### config.mk
export PLATFORM = sky130hd
export DESIGN_NAME = multicycle_control
export DESIGN_NICKNAME = d
export VERILOG_FILES = /design/src/rtl/multicycle_control.sv
export SDC_FILE = /design/constraint.sdc
export NUM_CORES = 1
export LEC_CHECK = 0
export BUFFER_PORTS_ARGS = -buffer_cell sky130_fd_sc_hd__buf_2
export CORE_AREA = 2 2 39 41
export DETAILED_ROUTE_END_ITERATION = 16
export DIE_AREA = 0 0 41 43
export PLACE_DENSITY = 0.78
export RECOVER_POWER = 50
export REMOVE_ABC_BUFFERS = 1
export SLEW_MARGIN = 20
export SYNTH_ARGS = -nofsm -noshare
export SYNTH_HDL_FRONTEND = slang
export SYNTH_SLANG_ARGS = --single-unit
### constraint.sdc
create_clock -name clk -period 4.75 [get_ports clk]
set_input_delay 0.95 -clock clk [delete_from_list [all_inputs] [get_ports clk]]
set_output_delay 0.95 -clock clk [all_outputs]
set_load 0.02 [all_outputs]
### src/rtl/multicycle_control.sv
// Main control sequencer for the MIPS32 multi-cycle datapath (addi support via MULTICYCLE_CTRL_ADDI_EN).
// Latency: 3 to 5 cycles per instruction; outputs are decoded from the state within the same cycle.
// Backpressure: FETCH, MEM_RD and MEM_WR hold their state and strobes until mem_ready is high.
module multicycle_control (
    input  logic       clk,
    input  logic       reset,
    input  logic [5:0] opcode,
    input  logic       zero,
    input  logic       mem_ready,
    output logic       pc_write,
    output logic       pc_write_cond,
    output logic       pc_en,
    output logic [1:0] pc_source,
    output logic       i_or_d,
    output logic       mem_read,
    output logic       mem_write,
    output logic       ir_write,
    output logic       reg_write,
    output logic       reg_dst,
    output logic       mem_to_reg,
    output logic       alu_src_a,
    output logic [1:0] alu_src_b,
    output logic [2:0] alu_op,
    output logic       illegal_op,
    output logic [3:0] state
);

    typedef enum logic [3:0] {
        FETCH    = 4'd0,
        DECODE   = 4'd1,
        MEM_ADDR = 4'd2,
        MEM_RD   = 4'd3,
        MEM_WB   = 4'd4,
        MEM_WR   = 4'd5,
        R_EX     = 4'd6,
        R_WB     = 4'd7,
        BRANCH   = 4'd8,
        JUMP     = 4'd9
`ifdef MULTICYCLE_CTRL_ADDI_EN
        ,
        ADDI_EX  = 4'd10,
        ADDI_WB  = 4'd11
`endif
    } state_t;

    localparam logic [5:0] OP_RTYPE = 6'b000000;
    localparam logic [5:0] OP_J     = 6'b000010;
    localparam logic [5:0] OP_BEQ   = 6'b000100;
    localparam logic [5:0] OP_ADDI  = 6'b001000;
    localparam logic [5:0] OP_LW    = 6'b100011;
    localparam logic [5:0] OP_SW    = 6'b101011;

    localparam logic [2:0] ALU_ADD   = 3'b000;
    localparam logic [2:0] ALU_SUB   = 3'b001;
    localparam logic [2:0] ALU_FUNCT = 3'b010;

    state_t cur_state;
    state_t nxt_state;

    assign state = cur_state;

    always_comb begin
        nxt_state = FETCH;
        case (cur_state)
            FETCH:    nxt_state = mem_ready ? DECODE : FETCH;
            DECODE: begin
                case (opcode)
                    OP_LW, OP_SW: nxt_state = MEM_ADDR;
                    OP_RTYPE:     nxt_state = R_EX;
                    OP_BEQ:       nxt_state = BRANCH;
                    OP_J:         nxt_state = JUMP;
`ifdef MULTICYCLE_CTRL_ADDI_EN
                    OP_ADDI:      nxt_state = ADDI_EX;
`endif
                    default:      nxt_state = FETCH;
                endcase
            end
            MEM_ADDR: nxt_state = (opcode == OP_SW) ? MEM_WR : MEM_RD;
            MEM_RD:   nxt_state = mem_ready ? MEM_WB : MEM_RD;
            MEM_WB:   nxt_state = FETCH;
            MEM_WR:   nxt_state = mem_ready ? FETCH : MEM_WR;
            R_EX:     nxt_state = R_WB;
            R_WB:     nxt_state = FETCH;
            BRANCH:   nxt_state = FETCH;
            JUMP:     nxt_state = FETCH;
`ifdef MULTICYCLE_CTRL_ADDI_EN
            ADDI_EX:  nxt_state = ADDI_WB;
            ADDI_WB:  nxt_state = FETCH;
`endif
            default:  nxt_state = FETCH;
        endcase
    end

    always_ff @(posedge clk or posedge reset) begin
        if (reset) begin
            cur_state <= FETCH;
        end else begin
            cur_state <= nxt_state;
        end
    end

    always_comb begin
        pc_write      = 1'b0;
        pc_write_cond = 1'b0;
        pc_source     = 2'b00;
        i_or_d        = 1'b0;
        mem_read      = 1'b0;
        mem_write     = 1'b0;
        ir_write      = 1'b0;
        reg_write     = 1'b0;
        reg_dst       = 1'b0;
        mem_to_reg    = 1'b0;
        alu_src_a     = 1'b0;
        alu_src_b     = 2'b00;
        alu_op        = ALU_ADD;
        illegal_op    = 1'b0;
        case (cur_state)
            FETCH: begin
                mem_read  = 1'b1;
                alu_src_b = 2'b01;
                ir_write  = mem_ready;
                pc_write  = mem_ready;
            end
            DECODE: begin
                alu_src_b = 2'b11;
                case (opcode)
                    OP_LW, OP_SW, OP_RTYPE, OP_BEQ, OP_J: illegal_op = 1'b0;
`ifdef MULTICYCLE_CTRL_ADDI_EN
                    OP_ADDI:                              illegal_op = 1'b0;
`endif
                    default:                              illegal_op = 1'b1;
                endcase
            end
            MEM_ADDR: begin
                alu_src_a = 1'b1;
                alu_src_b = 2'b10;
            end
            MEM_RD: begin
                mem_read = 1'b1;
                i_or_d   = 1'b1;
            end
            MEM_WB: begin
                mem_to_reg = 1'b1;
                reg_write  = 1'b1;
            end
            MEM_WR: begin
                mem_write = 1'b1;
                i_or_d    = 1'b1;
            end
            R_EX: begin
                alu_src_a = 1'b1;
                alu_op    = ALU_FUNCT;
            end
            R_WB: begin
                reg_dst   = 1'b1;
                reg_write = 1'b1;
            end
            BRANCH: begin
                alu_src_a     = 1'b1;
                alu_op        = ALU_SUB;
                pc_write_cond = 1'b1;
                pc_source     = 2'b01;
            end
            JUMP: begin
                pc_write  = 1'b1;
                pc_source = 2'b10;
            end
`ifdef MULTICYCLE_CTRL_ADDI_EN
            ADDI_EX: begin
                alu_src_a = 1'b1;
                alu_src_b = 2'b10;
            end
            ADDI_WB: begin
                reg_write = 1'b1;
            end
`endif
            default: begin
                alu_op = ALU_ADD;
            end
        endcase
        // The state is already FETCH under reset; only the write strobes need masking.
        if (reset) begin
            pc_write   = 1'b0;
            ir_write   = 1'b0;
            reg_write  = 1'b0;
            mem_write  = 1'b0;
            illegal_op = 1'b0;
        end
    end

    assign pc_en = pc_write | (pc_write_cond & zero);

endmodule

Word-level counts from Yosys, hierarchy flattened
Cells that the tools add are included.
- equality and inequality tests: 13
- multiplexer cells: 26
- bitwise gates (word level): 2
- reductions and logical operators: 8
- operators with widths (cell ; number):
    $pmux W4 S6 ; 1
    $mux W1 ; 17
    $eq A4 B3 Y1 const B ; 4
    $pmux W4 S4 ; 1
    $eq A6 B6 Y1 const B ; 2
    $mux W3 ; 3
    $eq A4 B2 Y1 const B ; 2
    $eq A4 B4 Y1 const B ; 2
    $pmux W2 S2 ; 2
    $reduce_or A2 Y1 ; 4
    $eq A6 B2 Y1 const B ; 1
    $eq A6 B3 Y1 const B ; 1
    $logic_not A6 Y1 ; 1
    $pmux W2 S3 ; 1
    $reduce_or A5 Y1 ; 1
    $eq A4 B1 Y1 const B ; 1
    $logic_not A4 Y1 ; 1
    $reduce_or A3 Y1 ; 1
    $pmux W1 S2 ; 1
    $and A1 B1 Y1 ; 1
    $or A1 B1 Y1 ; 1
- bits in registers: 4
- logic and storage cells: 50

Logic depth before layout (Yosys ltp)
- word-level depth: 5
- gate-level depth with buffers: 5
- gate-level depth less buffers: 3

Worst setup path after synthesis
No wires, ideal clock.
- path kind: input port to output port
- start: in mem_ready
- end: out pc_en
- arrival: 2223 ps
- required time: 3800 ps
- path slack: 1577 ps
- stages: 3
- path through: or3b_1 -> a2111oi_2 -> a21o_1
- longest elaborated chain between the ends: 3
- RTL lines (element ; line ; text):
    start: declaration ; 9 ; input logic mem_ready,
    $pmux W1 S2 ; 117 ; case (cur_state)
    $mux W1 ; 182 ; if (reset) begin
    named net pc_write ; 10 ; output logic pc_write,
    $or A1 B1 Y1 ; 191 ; assign pc_en = pc_write | (pc_write_cond & zero);
    end: declaration ; 12 ; output logic pc_en,
The timed path passes the listed nets, and every way through them passes these cells.

Worst setup path in the final report
- start: in mem_ready
- end: out pc_en
- longest elaborated chain between the ends: 3
- RTL lines (element ; line):
    $pmux W1 S2 ; 117
    $mux W1 ; 182
    $or A1 B1 Y1 ; 191
No other way between the ends.

==> qor.yml <==
critical_path:
  reg2reg_to: "state[1]$_DFF_PP0_"
  path_cells: "buf_2 -> or3b_1 -> a2111oi_2 -> a21o_1 -> buf_2"
  ff2ff_path_depth: 3
  cp_slowest_stage_delay_ns: 0.41
  crit_slowest_cell: "a2111oi_2"
  cp-startpoint: "mem_ready"
  path_max_fanout: 7
  critPathLaunchType: "input pin"
  critPathArrivalTime_ns: 2.13
  crit_top_cell: "buf_2"
  crit-reg2reg-launch: "state[0]$_DFF_PP0_"
  reg2reg_slack_ns: 2.70
  endpoint: "pc_en"
  path_class: "input pin to output port"
  endpoint_kind: "output port"
  required_ns: 3.80
timing:
  hold_viol: 0
  worst_slew_margin_rel: 0.623
  maxSlewViolCount: 0
  fmax_mhz: 325
  fin_ws_ns: 1.67
  timing.setup.tns_ns: 0
  worst_slew_pin_slew_ns: 0.566
  setup_viol: 0
  rsz0062_at_grt: "no"
  finalCriticalPeriod_ns: 3.08
  skew_ns: 0.00164
  finalCritPeriodShare: 0.648
placed_design:
  dp_slack_ns: 1.67
  globalplace.congestion: 0.751
  dp.final_hpwl_mm: 1.05
  port_buffers: 31
logic_synthesis:
  yosysUniqueCellTypes: 36
  synth-edff-count: 0
  synth.area.top_cells: "dfrtp_1, nor3_1, nand2b_1"
  synth_seq_cells: 4
  synth_warnings: 0
  synth-seq-area-share: 0.179
  yosysTopAreaCell: "dfrtp_1"
  syn_inst: 71
  async_flop_share: 1.00
  synth_top_area_share: 0.179
  postSynthAreaPerCell_um2: 7.89
  synth_area_um2: 561
  synth-main-ff-cell: "dfrtp_1"
cts:
  clk_latency_ns: 0.23
  cts_max_level: 1
  post_cts_resized: 0
  cts-hold-fix-buffers: 0
  clockBufferDepth: 2
  cts_buffers: 3
  clk_pin_slew_ns: 0.04
  cts_root_buffer: "clkbuf_4"
  cts_tree: "done"
  clock-sinks: 4
  cts_setup_buffers: 0
power_and_ir_drop:
  peakVddDrop_v: 0.000208
  p_leak_nw: 0.315
  power_density_nw_per_um2: 467
route:
  firstDrtPassIters: 4
  vias: 619
  ant_nets: 0
  drc: 0
  drtIter0Drc: 9
  wl_mm: 1.37
  via_per_inst: 5.48
  wire_per_inst_um: 12.2
floorplanning:
  die_area_um2: 1760
  rows: 14
  die_w_um: 41
  die_y_um: 43
  coreArea_um2: 1380
  start_util: 0.405
  io_pins: 33
cells_and_area:
  drive_gt1_frac: 0.289
  largest_reg_flops: 4
  n_antenna_cell: 0
  syn2layout_area_growth_pct: 22.5
  final_cell_mix: "buf_2, nor3_1, clkbuf_1, nand2b_1"
  layout_commonest_cell: "buf_2"
  fin_nets: 109
global_route:
  grt_pass1_vias: 470
  track_usage: 0.158
  grt_overflow: 0
  grt_max_degree: 22
  antenna_found_initial: 0
  grt_pass1_wl_mm: 2.00
worst_hold_path:
  hp-class: "input pin to async pin"
outcome:
  status: "finished, final reports clean"
run:
  drv_cap: 0
-- per-stage QoR --
stage                     total power, W   util  std cells  instance area (µm²)  hold slack [ns]
after CTS                       0.000335  0.516        113                  714            0.665
after floorplan                 0.000227      -         63                  517            0.721
after global placement          0.000288  0.500        110                  692            0.800
after global routing            0.000353  0.496        113                  687            0.721
after detailed placement        0.000293  0.500        110                  692            0.812
final                           0.000321  0.496        113                  687            0.711
-- synth_stat cells (2+ instances only) --
cell type	number
nor3_1	10
buf_4	3
nor2_1	2
clkbuf_1	3
or3_1	2
xnor2_1	2
a2111oi_2	2
nand2b_1	7
nand2_1	3
or4b_1	2
a21oi_1	2
buf_2	2
dfrtp_1	4
inv_1	4
nor4_1	2
-- final cells by class --
| type | count | area [µm²] |
|---|---|---|
| inverters | 4 | 15.0 |
| repair buffers | 31 | 144 |
| clock buffers | 3 | 22.5 |
| well taps | 16 | 20.0 |
| flip-flops and latches | 4 | 100 |
| fillers | 150 | 697 |
| multi-input cells | 55 | 385 |
-- critical path, delay by kind of cell --
family                 cells  cell delay, ns
AND/OR/NAND/NOR            1            0.37
buffers and inverters      2            0.28
AO/OA/AOI/OAI              2            0.53
-- worst min-delay path by stage --
stage | cells after the start | startpoint | endpoint | slack (ns)
after floorplan | 1 | reset | state[0]$_DFF_PP0_ | 0.72
after global placement | 1 | state[3]$_DFF_PP0_ | state[0]$_DFF_PP0_ | 0.80
after detailed placement | 1 | state[3]$_DFF_PP0_ | state[0]$_DFF_PP0_ | 0.81
after CTS | 2 | reset | state[0]$_DFF_PP0_ | 0.66
after global routing | 2 | reset | state[3]$_DFF_PP0_ | 0.72
final | 2 | reset | state[3]$_DFF_PP0_ | 0.71
-- cell families after synthesis --
group | synth area share
flip-flops | 0.179
buffers and inverters | 0.105
XOR/XNOR | 0.0469
other | 0.00669
AO/OA/AOI/OAI | 0.208
AND/OR/NAND/NOR | 0.455
-- layer usage --
metal  GRT usage  wire length, µm  vias up
li1            -                -      318
met1       0.196              620      274
met2       0.284              635       27
met3      0.0157              118        0
met4      0.0200                0        0
met5           0                0        -
-- report_power, final --
group / internal (W) / total (W) / switching, W
Clock: 0.0000281 / 0.0000396 / 0.0000115
Combinational: 0.0000803 / 0.000197 / 0.000117
Sequential: 0.0000423 / 0.0000841 / 0.0000418
Note: power is estimated with default switching activity, not from simulation.
